### config.mk
export PLATFORM = sky130hd
export DESIGN_NAME = sr_cmd_gen
export DESIGN_NICKNAME = d
export VERILOG_FILES = /design/src/rtl/srff_pkg.sv /design/src/rtl/sr_debounce.sv /design/src/rtl/sr_cmd_gen.sv
export SDC_FILE = /design/constraint.sdc
export NUM_CORES = 1
export LEC_CHECK = 0
export ABC_AREA = 1
export ABC_CLOCK_PERIOD_IN_PS = 2100
export CAP_MARGIN = 20
export CELL_PAD_IN_SITES_DETAIL_PLACEMENT = 1
export CELL_PAD_IN_SITES_GLOBAL_PLACEMENT = 2
export CORE_MARGIN = 8
export CORE_UTILIZATION = 37
export DETAILED_ROUTE_END_ITERATION = 12
export PLACE_DENSITY_LB_ADDON = 0.1
export SYNTH_ARGS = -nofsm -noshare
export SYNTH_HDL_FRONTEND = slang
export SYNTH_SLANG_ARGS = --single-unit
### constraint.sdc
create_clock -name clk -period 2.1 [get_ports clk]
set_input_delay 0.315 -clock clk [delete_from_list [all_inputs] [get_ports clk]]
set_output_delay 0.315 -clock clk [all_outputs]
set_load 0.05 [all_outputs]
### src/rtl/srff_pkg.sv
// Shared definitions for the SR flip-flop command path: command codes and
// the command generator state encoding.
package srff_pkg;

  localparam logic [1:0] SR_HOLD    = 2'b00;
  localparam logic [1:0] SR_CLR     = 2'b01;
  localparam logic [1:0] SR_SET     = 2'b10;
  localparam logic [1:0] SR_ILLEGAL = 2'b11;

  typedef enum logic [1:0] {
    ST_IDLE     = 2'd0,
    ST_ISSUE    = 2'd1,
    ST_COOLDOWN = 2'd2
  } sr_state_e;

endpackage

### src/rtl/sr_debounce.sv
// Debounces one raw request line into a level, plus a registered one-cycle
// flag on each 0->1 flip of that level.
module sr_debounce
  import srff_pkg::*;
#(
  parameter int DB_CYCLES = 4
) (
  input  logic clk,
  input  logic rst,
  input  logic raw_in,
  output logic level,
  output logic rise
);

  localparam int CW = $clog2(DB_CYCLES + 1);
  localparam logic [CW-1:0] CNT_LAST = CW'(DB_CYCLES - 1);

  logic [CW-1:0] r_cnt;
  logic          r_level;
  logic          r_rise;

  always_ff @(posedge clk or posedge rst) begin
    if (rst) begin
      r_cnt   <= '0;
      r_level <= 1'b0;
      r_rise  <= 1'b0;
    end else begin
      r_rise <= 1'b0;
      if (raw_in == r_level) begin
        r_cnt <= '0;
      end else if (r_cnt >= CNT_LAST) begin
        // DB_CYCLES-th differing sample in a row: commit the new level
        r_level <= raw_in;
        r_cnt   <= '0;
        r_rise  <= raw_in;
      end else begin
        r_cnt <= r_cnt + CW'(1);
      end
    end
  end

  assign level = r_level;
  assign rise  = r_rise;

endmodule

### src/rtl/sr_cmd_gen.sv
// SR command generator: debounced set/clear requests become single-cycle
// SR codes separated by a cool-down gap; simultaneous requests are dropped.
module sr_cmd_gen
  import srff_pkg::*;
#(
  parameter int DB_CYCLES  = 4,
  parameter int GAP_CYCLES = 2
) (
  input  logic       clk,
  input  logic       rst,
  input  logic       set_req,
  input  logic       clr_req,
  output logic [1:0] sr,
  output logic       busy,
  output logic       conflict
);

  localparam int GW = $clog2(GAP_CYCLES + 1);
  localparam logic [GW-1:0] GAP_LOAD = GW'(GAP_CYCLES - 1);

  logic w_set_level, w_set_rise, w_clr_level, w_clr_rise;
  logic w_set_evt, w_clr_evt, w_s, w_c;

  sr_state_e     r_state, w_state_nxt;
  logic [GW-1:0] r_gap, w_gap_nxt;
  logic          r_pend_set, r_pend_clr, w_pend_set_nxt, w_pend_clr_nxt;
  logic [1:0]    r_sr, w_sr_nxt;
  logic          r_busy, w_busy_nxt;
  logic          r_conflict, w_conflict_nxt;

  sr_debounce #(.DB_CYCLES(DB_CYCLES)) u_db_set (
    .clk    (clk),
    .rst    (rst),
    .raw_in (set_req),
    .level  (w_set_level),
    .rise   (w_set_rise)
  );

  sr_debounce #(.DB_CYCLES(DB_CYCLES)) u_db_clr (
    .clk    (clk),
    .rst    (rst),
    .raw_in (clr_req),
    .level  (w_clr_level),
    .rise   (w_clr_rise)
  );

  // A rise flag is only ever raised together with a high level
  assign w_set_evt = w_set_rise & w_set_level;
  assign w_clr_evt = w_clr_rise & w_clr_level;
  assign w_s       = w_set_evt | r_pend_set;
  assign w_c       = w_clr_evt | r_pend_clr;

  always_comb begin
    w_state_nxt    = r_state;
    w_gap_nxt      = r_gap;
    w_pend_set_nxt = r_pend_set;
    w_pend_clr_nxt = r_pend_clr;
    w_sr_nxt       = SR_HOLD;
    w_conflict_nxt = 1'b0;
    case (r_state)
      ST_IDLE: begin
        w_pend_set_nxt = 1'b0;
        w_pend_clr_nxt = 1'b0;
        if (w_s && w_c) begin
          w_conflict_nxt = 1'b1;
        end else if (w_s) begin
          w_state_nxt = ST_ISSUE;
          w_sr_nxt    = SR_SET;
        end else if (w_c) begin
          w_state_nxt = ST_ISSUE;
          w_sr_nxt    = SR_CLR;
        end
      end
      ST_ISSUE: begin
        w_pend_set_nxt = r_pend_set | w_set_evt;
        w_pend_clr_nxt = r_pend_clr | w_clr_evt;
        w_state_nxt    = ST_COOLDOWN;
        w_gap_nxt      = GAP_LOAD;
      end
      ST_COOLDOWN: begin
        w_pend_set_nxt = r_pend_set | w_set_evt;
        w_pend_clr_nxt = r_pend_clr | w_clr_evt;
        if (r_gap == '0) begin
          w_state_nxt = ST_IDLE;
        end else begin
          w_gap_nxt = r_gap - GW'(1);
        end
      end
      default: begin
        w_state_nxt    = ST_IDLE;
        w_pend_set_nxt = 1'b0;
        w_pend_clr_nxt = 1'b0;
      end
    endcase
    w_busy_nxt = (w_state_nxt != ST_IDLE);
  end

  always_ff @(posedge clk or posedge rst) begin
    if (rst) begin
      r_state    <= ST_IDLE;
      r_gap      <= '0;
      r_pend_set <= 1'b0;
      r_pend_clr <= 1'b0;
      r_sr       <= SR_HOLD;
      r_busy     <= 1'b0;
      r_conflict <= 1'b0;
    end else begin
      r_state    <= w_state_nxt;
      r_gap      <= w_gap_nxt;
      r_pend_set <= w_pend_set_nxt;
      r_pend_clr <= w_pend_clr_nxt;
      r_sr       <= w_sr_nxt;
      r_busy     <= w_busy_nxt;
      r_conflict <= w_conflict_nxt;
    end
  end

  assign sr       = r_sr;
  assign busy     = r_busy;
  assign conflict = r_conflict;

endmodule

* Yosys cells after proc, flatten, opt, wreduce, memory -nomap -nowiden
Index checks and enable logic that the tools add are counted.
Cells by class: add/subtract/negate cells 3, bitwise operators 6, muxes and demuxes 23, eq/ne operators 5, $lt $le $gt $ge 2, reduce and logical (&&, ||, !) cells 9
Operators with widths (number):
- $mux W2 | 8
- $mux W3 | 4
- $mux W1 | 9
- $add A3 B1 Y3 const B | 2
- $ge A3 B2 Y1 const B | 2
- $pmux W2 S3 | 1
- $reduce_and A2 Y1 | 3
- $logic_not A2 Y1 | 2
- $pmux W2 S2 | 1
- $reduce_bool A2 Y1 | 2
- $and A1 B1 Y1 | 2
- $eq A1 B1 Y1 | 2
- $eq A2 B1 Y1 const B | 1
- $eq A2 B2 Y1 const B | 1
- $ne A2 B2 Y1 const B | 1
- $not A1 Y1 | 2
- $or A1 B1 Y1 | 2
- $reduce_or A2 Y1 | 1
- $sub A2 B1 Y2 const B | 1
- $logic_and A1 B1 Y1 | 1
Word-level totals: register bits after elaboration 20, bits of input ports 4, output and inout port bits 4, logic and storage cells 61

* Depth between registers and ports, before layout
Gate-level depths: netlist (run 1).
depth after elaboration 7, depth in mapped cells 8, mapped depth without buffers 8

* Hierarchy
Synthesis (run 1) repeated with hierarchy kept, for this count alone.
Unflattened totals: cell total of the unflattened synthesis 108, area, all modules 982.2 µm²
Modules (own cells, without submodules):
- sr_cmd_gen | instances 1, cells each 54, seq. area each 250.2 µm², area each 496.7 µm²
- sr_debounce | instances 2, cells each 27, seq. area each 125.1 µm², area each 242.7 µm²

* Worst setup path after synthesis (run 1)
OpenSTA, ideal clock, no wires.
kind register -> register, from reg r_state[0], to reg r_busy, in the netlist busy, data arrival time 1.132 ns, required time 1.978 ns, period minus slack after synthesis 1.253 ns, stages on the path, launching flop included 9, buffers on the path 0, path slack 0.847 ns, cell sequence dfrtp_1 > inv_1 > ha_1 > inv_2 > nor2_4 > o21ai_0 > nand3_2 > nand2_2 > nand2_1
Between the ends: longest elaborated chain between the ends 5, elaborated cells on any way between the ends 9, those cells by class eq/ne (2); mux (5); reduce/logical (2)
RTL lines:
- start: declaration | RTL line sr_cmd_gen.sv:24 | sr_state_e r_state, w_state_nxt;
- start signal: assignment | RTL line sr_cmd_gen.sv:108 | r_state <= w_state_nxt;
- $mux W2 | RTL line sr_cmd_gen.sv:69 | end else if (w_c) begin
- $mux W2 | RTL line sr_cmd_gen.sv:66 | end else if (w_s) begin
- $mux W2 | RTL line sr_cmd_gen.sv:64 | if (w_s && w_c) begin
- $pmux W2 S3 * | RTL line sr_cmd_gen.sv:60 | case (r_state)
- $reduce_bool A2 Y1 * | RTL line sr_cmd_gen.sv:95 | w_busy_nxt = (w_state_nxt != ST_IDLE);
- named net w_busy_nxt | RTL line sr_cmd_gen.sv:28 | logic r_busy, w_busy_nxt;
- end signal: assignment | RTL line sr_cmd_gen.sv:113 | r_busy <= w_busy_nxt;
- end: declaration | RTL line sr_cmd_gen.sv:28
The timed path passes the listed nets; every way through them passes the cells marked *. A chain may end at the register's enable or synchronous reset.

* Worst setup path in the final report (run 1)
from reg r_busy, in the netlist busy, to out busy
RTL lines:
- end: declaration | RTL line sr_cmd_gen.sv:14 | output logic busy,
No word-level cell between the ends.

==> reports/qor.csv, run 1 <==
stage,metric,value,unit
outcome,status,"finished, final reports clean",
clock_tree,CTS hold repair buffers,0,
sta,RSZ-0062 raised after global routing,no,
sta,Total Negative Setup Slacks,0,ns
clock_tree,CTS Buffer Depth,2,
clock_tree,CTS H-tree depth,1,
grt,first-pass GRT wire length,2.70,mm
grt,vias in the first global route,628,
yosys,top cell type's share of synthesized area,0.548,
yosys,Gate Count Post-Synth,94,
pwr,Sw Share,0.389,
sta,Tightest Pin Transition,0.498,ns
sta,Setup Viol. Count Final,0,
clock_tree,Clock transition at path regs,0.11,ns
final_layout,layout cells sized above 1,0.0952,
detailed_routing,Via Count,611,
critical_path,crit-path cells,clkdlybuf4s50_1,
yosys,register area share after synthesis,0.548,
final_layout,area of the multi-input gates,342,um2
yosys,syn avg cell area,9.72,um2
yosys,"EDFF count, synth",0,
floorplan,I/O pins,8,
detailed_routing,DR DRC count,0,
yosys,syn_nets,107,
clock_tree,Worst-Skew Late Latency,0.29,ns
sta,crit path time final,1.74,ns
clock_tree,post-CTS sizing,0,
clock_tree,clk sinks,20,
clock_tree,Post-CTS Setup Inserts,0,
pwr,power share of the combinational group,0.380,
sta,period utilisation layout,0.829,
critical_path,Crit Path Class,reg2out,
yosys,"count leader, synth",dfrtp_1,
critical_path,Setup crit start kind,register,
clock_tree,CTS buffer count,3,
critical_path,CP max stage cell,clkdlybuf4s50_1,
final_layout,P&R area growth vs syn,15.1,%
pwr,VDD IR max,0.650,mV
critical_path,CP required,1.78,ns
yosys,"top cells by count, synth","20 x dfrtp_1, 17 x inv_1, 14 x nand2_1, 12 x nor2_1, 9 x ha_1",
critical_path,worst reg2reg setup slack,0.72,ns
pwr,Leakage,0.000567,uW
pwr,switching power,470,uW
floorplan,DIE AREA,4310,um2
sta,slew margin rel.,0.667,
detailed_routing,Routed wire per std cell,11.2,um
yosys,Synth warnings,0,
grt,largest net degree at the start of global routing,21,
floorplan,die height,65.7,um
clock_tree,Clock Tree Root,clkbuf_4,
final_layout,antenna cells,0,
detailed_routing,First-pass DRT Iterations,2,
floorplan,Core ar.,2410,um2
sta,max-slew violations,0,
critical_path,CP Buf/Inv Count,1,
final_layout,fin nets,120,
detailed_routing,drt via density,4.53,
pwr,internal power,737,uW
floorplan,Rows,18,
placement,hpwl dp,1.20,mm
critical_path,"Largest stage delay, worst path",0.80,ns
sta,Max Fclk,575,MHz
yosys,largest cells by area after synthesis,"dfrtp_1 55%, ha_1 12%, inv_1 7.0%",
yosys,asr flop ratio synth,1.00,
yosys,"area leader, netlist",dfrtp_1,
grt,initial antenna violation count,0,
yosys,"Distinct cells, synth",18,
sta,Hold Fails Final Rpt,0,
clock_tree,CTS tree,done,
floorplan,Initial Util,0.379,
final_layout,filler cell count,287,
final_layout,register area,500,um2
grt,gr ovfl total,0,
detailed_routing,DR iter-0 viols,12,
job,Max Cap Viol,0,
pwr,sequential share of power,0.475,
critical_path,worst r2r src,r_state[0],
yosys,synthesized flop and latch total,20,
critical_path,CP Data Arrival Time,1.43,ns
hold_path,HP Class,in2async,
placement,Setup WS pre-CTS,0.681,ns
placement,gpl congestion,0.646,
final_layout,post-layout util,0.436,
critical_path,CP top delay family,buffers and inverters,
critical_path,R2R depth,7,
critical_path,r2r endpoint,busy,
placement,PortBufs,7,
yosys,Mapped Area,913,um2
sta,worst hold slack,0.345,ns
pwr,Clk pwr share,0.146,
critical_path,Crit. End Element,primary output,
detailed_routing,antenna-violating nets left,0,
critical_path,crit-path max FO,1,
sta,skew final,0.000743,ns
floorplan,Die W,65.7,um
yosys,Post-synth top flop,dfrtp_1,
grt,Overall Global Routing Usage,0.0817,
pwr,pwr/cell area,1150,nW/um2
sta,setup ws final,0.360,ns
detailed_routing,DRT Wirelength,1.51,mm
-- state kept, by name (all words and copies together) (netlist names), 2 cells and up --
name	cells
r_state	2
r_gap	2
sr	2
u_db_clr.r_cnt	3
u_db_set.r_cnt	3
-- placed cells by master, fill, tap and decap left out --
master	n
ha_1	9
a21oi_1	3
nand3_2	2
nor3_1	2
inv_2	2
clkbuf_4	3
a211oi_1	1
nand2_1	14
inv_1	17
xnor2_1	1
nand2_2	1
o21ai_0	2
nor2_1	12
xor2_1	1
clkdlybuf4s50_1	7
nor3b_1	1
buf_4	1
and3_1	1
nand3_1	4
nor2_4	1
dfrtp_1	20
-- metrics by stage --
stage	std cells	power [uW]	instance area, um2
floorplan	94	927	913
global placement	132	1030	1030
detailed placement	132	1060	1030
CTS	135	1240	1050
global route	135	1340	1050
finish	135	1210	1050
-- cell families (layout without fill, tap and decap cells) --
| family | after synthesis | after routing | synth area share |
|---|---|---|---|
| and+or+nand+nor | 38 | 38 | 0.196 |
| AOI/OAI and AO/OA | 6 | 6 | 0.0356 |
| adders and majority gates | 9 | 9 | 0.123 |
| buffers and inverters | 19 | 30 | 0.0781 |
| DFF | 20 | 20 | 0.548 |
| xor gates and xnor gates | 2 | 2 | 0.0192 |
-- cell type report --
class	count	share of cell area
Clock buffer	3	0.0214
Tap cell	30	0.0357
Inverter	19	0.0679
Sequential cell	20	0.476
Multi-Input combinational cell	55	0.325
Timing Repair Buffer	8	0.0738
-- power by group through the flow --
stage                     clock network [uW]  logic, uW  registers [uW]
after floorplan                            0        321             605
after global placement                     0        451             578
after detailed placement                   0        472             584
after CTS                                189        475             576
after global routing                     206        540             589
final                                    176        458             573
-- worst max-delay path by stage --
stage | startpoint | end | cells after the start
floorplan | r_state[0] | busy | 8
global placement | busy | busy | 1
detailed placement | busy | busy | 1
CTS | busy | busy | 1
global route | busy | busy | 1
finish | busy | busy | 1
-- metal layers --
metal | track usage | share of wire | vias up
li1 | - | - | 313
met1 | 0.101 | 0.46 | 290
met2 | 0.113 | 0.47 | 6
met3 | 0.0323 | 0.054 | 2
met4 | 0.0572 | 0.010 | 0
met5 | 0 | 0 | -
Power figures use the tool's default switching activity.
==> run 2: changes to the inputs <==
ABC_CLOCK_PERIOD_IN_PS = 1600   (was 2100)
CORE_UTILIZATION = 31   (was 37)
clock period = 1.6 ns   (was 2.1 ns; I/O delays follow)
==> reports/qor.csv, run 2 (synthesis gave the netlist of run 1 again) <==
stage,metric,value,unit
outcome,status,"finished, final reports clean",
job,Max Cap Viol,0,
sta,slew margin rel.,0.811,
clock_tree,CTS Buffer Depth,2,
final_layout,P&R area growth vs syn,14.1,%
sta,crit path time final,1.36,ns
sta,skew final,0.000457,ns
floorplan,Die W,70.3,um
final_layout,register area,500,um2
critical_path,CP Data Arrival Time,1.54,ns
clock_tree,post-CTS sizing,0,
critical_path,R2R depth,7,
floorplan,Core ar.,2780,um2
clock_tree,CTS H-tree depth,1,
sta,setup ws final,0.244,ns
detailed_routing,Routed wire per std cell,10.9,um
floorplan,Initial Util,0.328,
final_layout,layout cells sized above 1,0.133,
placement,PortBufs,7,
detailed_routing,DR iter-0 viols,4,
sta,RSZ-0062 raised after global routing,no,
critical_path,Crit. End Element,register,
floorplan,Rows,19,
grt,initial antenna violation count,0,
grt,first-pass GRT wire length,2.87,mm
detailed_routing,drt via density,4.44,
sta,Hold Fails Final Rpt,0,
clock_tree,Clock Tree Root,clkbuf_4,
grt,vias in the first global route,678,
hold_path,HP Class,in2async,
detailed_routing,Via Count,604,
final_layout,antenna cells,0,
clock_tree,Post-CTS Setup Inserts,0,
clock_tree,Clock transition at path regs,0.10,ns
final_layout,area of the multi-input gates,342,um2
sta,period utilisation layout,0.847,
floorplan,die height,70.3,um
critical_path,Setup crit start kind,register,
grt,gr ovfl total,0,
sta,Total Negative Setup Slacks,0,ns
final_layout,largest registers,"u_db_clr.r_cnt: 3 flops, u_db_set.r_cnt: 3 flops",
critical_path,worst reg2reg setup slack,0.24,ns
final_layout,"commonest non-fill, non-tap cell in the layout",dfrtp_1,
clock_tree,CTS buffer count,3,
grt,Overall Global Routing Usage,0.0708,
placement,gpl congestion,0.689,
clock_tree,clk sinks,20,
critical_path,CP required,1.78,ns
clock_tree,CTS hold repair buffers,0,
sta,Setup Viol. Count Final,0,
detailed_routing,First-pass DRT Iterations,3,
final_layout,most frequent cells in the layout,"20 x dfrtp_1, 17 x inv_1, 14 x nand2_1",
final_layout,post-layout util,0.375,
pwr,Leakage,0.000575,uW
pwr,pwr/cell area,1500,nW/um2
sta,Max Fclk,738,MHz
final_layout,filler cell count,322,
critical_path,Crit Path Class,reg2reg,
detailed_routing,DR DRC count,0,
placement,hpwl dp,1.20,mm
critical_path,crit-path max FO,6,
final_layout,fin nets,120,
floorplan,I/O pins,8,
clock_tree,Worst-Skew Late Latency,0.28,ns
detailed_routing,antenna-violating nets left,0,
sta,max-slew violations,0,
detailed_routing,DRT Wirelength,1.48,mm
placement,Setup WS pre-CTS,0.231,ns
clock_tree,CTS tree,done,
floorplan,DIE AREA,4940,um2
critical_path,worst r2r src,r_state[0],
pwr,VDD IR max,0.744,mV
critical_path,r2r endpoint,busy,
grt,largest net degree at the start of global routing,21,
sta,worst hold slack,0.264,ns
sta,Tightest Pin Transition,0.282,ns
==> run 2: layer usage <==
metal | GRT usage | wire length, um
met1 | 0.0837 | 735
met2 | 0.109 | 672
met3 | 0.0282 | 52
met4 | 0.0335 | 21
met5 | 0 | 0
==> run 2: power breakdown <==
| group | internal (uW) | switching, uW | leakage (uW) | total (uW) |
|---|---|---|---|---|
| clock | 87.4 | 136 | 0.0000138 | 224 |
| combinational | 224 | 363 | 0.000296 | 587 |
| sequential | 651 | 104 | 0.000265 | 755 |
| total | 962 | 603 | 0.000575 | 1570 |
==> run 2: layout make-up <==
type                    count  share of cell area
repair buffers              8              0.0648
multi-input cells          55               0.328
well taps                  31              0.0372
inverters                  19              0.0684
flip-flops and latches     20               0.480
clock buffers               3              0.0216
==> run 2: stage by stage <==
stage | cells | power [uW] | area, um2
final | 136 | 1570 | 1040
after CTS | 136 | 1610 | 1040
after global routing | 136 | 1750 | 1040
after floorplan | 94 | 1220 | 913
after global placement | 133 | 1350 | 1020
after detailed placement | 133 | 1370 | 1020
==> run 2: how the worst max path moves through the flow <==
stage,start,to,depth (start not counted)
2_1_floorplan,r_state[0],busy,8
3_3_place_gp,r_state[0],busy,8
3_5_place_dp,r_state[0],busy,7
4_1_cts,r_state[0],busy,7
5_1_grt,r_state[0],busy,8
6_report,r_state[0],busy,7
==> run 2: critical path, stage by stage, from the launching register on <==
cell and delay, ns:
dfrtp_1 0.43, inv_1 0.10, ha_1 0.22, inv_2 0.07
nor2_4 0.04, and3_1 0.14, a21oi_1 0.18, nand2_1 0.07
==> run 3: changes to the inputs <==
ABC_CLOCK_PERIOD_IN_PS = 1300   (was 1600)
CORE_UTILIZATION = 34   (was 31)
clock period = 1.3 ns   (was 1.6 ns; I/O delays follow)
==> reports/qor.csv, run 3 (synthesis gave the netlist of run 1 again) <==
stage,metric,value,unit
clock_tree,CTS hold repair buffers,0,
pwr,Leakage,0.000633,uW
sta,crit path time final,1.25,ns
clock_tree,clk sinks,20,
detailed_routing,antenna-violating nets left,0,
clock_tree,CTS tree,done,
sta,Setup Viol. Count Final,0,
critical_path,Crit. End Element,register,
sta,Max Fclk,803,MHz
clock_tree,Worst-Skew Late Latency,0.31,ns
critical_path,crit-path cells,"inv_2, ha_4, inv_2, nor2_4, and3_4, a21oi_2, nand2_1",
critical_path,CP required,1.55,ns
sta,slew margin rel.,0.753,
clock_tree,CTS H-tree depth,1,
floorplan,die height,67.8,um
sta,period utilisation layout,0.958,
floorplan,I/O pins,8,
sta,Tightest Pin Transition,0.368,ns
critical_path,Setup crit start kind,register,
final_layout,most frequent cells in the layout,"19 x dfrtp_1, 15 x inv_1, 12 x nand2_1",
clock_tree,Clock Tree Root,clkbuf_4,
critical_path,worst r2r src,r_state[0],
floorplan,Core ar.,2520,um2
pwr,VDD IR max,1.19,mV
final_layout,post-layout util,0.484,
final_layout,"commonest non-fill, non-tap cell in the layout",dfrtp_1,
clock_tree,CTS buffer count,3,
placement,Cells after DPL,135,
detailed_routing,DR iter-0 viols,15,
placement,Setup WS pre-CTS,-0.0501,ns
final_layout,antenna cells,0,
critical_path,r2r endpoint,busy,
floorplan,Die W,67.8,um
grt,gr ovfl total,0,
detailed_routing,First-pass DRT Iterations,3,
placement,PortBufs,7,
grt,vias in the first global route,699,
detailed_routing,DRT Wirelength,1.74,mm
grt,largest net degree at the start of global routing,21,
placement,hpwl dp,1.28,mm
critical_path,R2R depth,7,
critical_path,CP Buf/Inv Count,2,
detailed_routing,Via Count,637,
final_layout,Layout Cells excl Fill,143,
floorplan,Rows,18,
sta,Hold Fails Final Rpt,0,
outcome,status,"finished, final reports clean",
grt,Overall Global Routing Usage,0.0877,
sta,skew final,0.00560,ns
clock_tree,CTS Buffer Depth,2,
critical_path,CP top delay family,flip-flops,
placement,gpl congestion,0.691,
detailed_routing,drt via density,4.45,
critical_path,worst reg2reg setup slack,0.05,ns
final_layout,P&R area growth vs syn,33.7,%
final_layout,fin nets,127,
hold_path,HP Class,in2async,
grt,initial antenna violation count,0,
grt,first-pass GRT wire length,3.01,mm
clock_tree,Clock transition at path regs,0.12,ns
final_layout,layout cells sized above 1,0.345,
job,Max Cap Viol,0,
detailed_routing,Routed wire per std cell,12.2,um
critical_path,Crit Path Class,reg2reg,
final_layout,largest registers,"u_db_clr.r_cnt: 3 flops, u_db_set.r_cnt: 3 flops",
critical_path,Most common cell on crit path,inv_2,
final_layout,filler cell count,291,
critical_path,CP max stage cell,dfrtp_1,
sta,worst hold slack,0.198,ns
sta,setup ws final,0.0546,ns
floorplan,DIE AREA,4600,um2
floorplan,Initial Util,0.362,
detailed_routing,DR DRC count,0,
critical_path,crit-path max FO,6,
critical_path,"Largest stage delay, worst path",0.43,ns
pwr,pwr/cell area,1940,nW/um2
critical_path,CP Data Arrival Time,1.50,ns
sta,max-slew violations,0,
-- run 3: cell count changes in the layout (fill, tap and decap cells not counted), sizes merged --
cell	change
buf	+7
clkbuf	+1
-- run 3: metal layers --
| metal | up-vias | part of all wire | global-route usage |
|---|---|---|---|
| met5 | - | 0 | 0 |
| met4 | 0 | 0.032 | 0.0614 |
| met3 | 5 | 0.045 | 0.0245 |
| met2 | 9 | 0.45 | 0.135 |
| met1 | 296 | 0.47 | 0.104 |
| li1 | 327 | - | - |
-- run 3: cell type report --
cell class,count,area (um2),area share
sequential,20,502,0.411
multi-input combinational,55,404,0.331
clock buffer,4,36.3,0.0297
tap,30,37.5,0.0307
inverter,19,71.3,0.0584
timing repair buffer,15,170,0.139
-- run 3: worst max-delay path by stage --
stage	to	from	slack (ns)	depth (start not counted)
floorplan	busy	r_state[0]	0.05	8
global placement	u_db_set.r_cnt[1]	u_db_set.r_cnt[0]	0.03	5
detailed placement	busy	r_state[0]	-0.05	8
CTS	r_state[0]	r_state[1]	0.007	7
global route	u_db_set.level	u_db_set.r_cnt[0]	-0.02	6
finish	busy	r_state[0]	0.05	7
-- run 3: per-stage QoR --
stage               setup TNS [ns]  area, um2  power (uW)
floorplan                        0        913        1500
global placement                 0       1090        1780
detailed placement         -0.0999       1090        1820
CTS                              0       1140        2250
global route               -0.0333       1220        2590
finish                           0       1220        2370
-- run 3: tightest hold or removal path, stage by stage --
cell and delay [ns]:
clkdlybuf4s50_1 0.39, inv_1 0.05, buf_4 0.26
-- run 3: report_power, final --
group,internal [uW],switching [uW]
Sequential,805,146
Combinational,487,554
Clock,171,204
-- run 3: repair_timing --
action / in CTS / in global routing
setup buffers: 0 / 4
cloned: 0 / 0
endpoints found under the hold margin: 0 / 0
setup endpoints to repair: 5 / 13
resized for setup: 6 / 14
pin swaps: 1 / 6
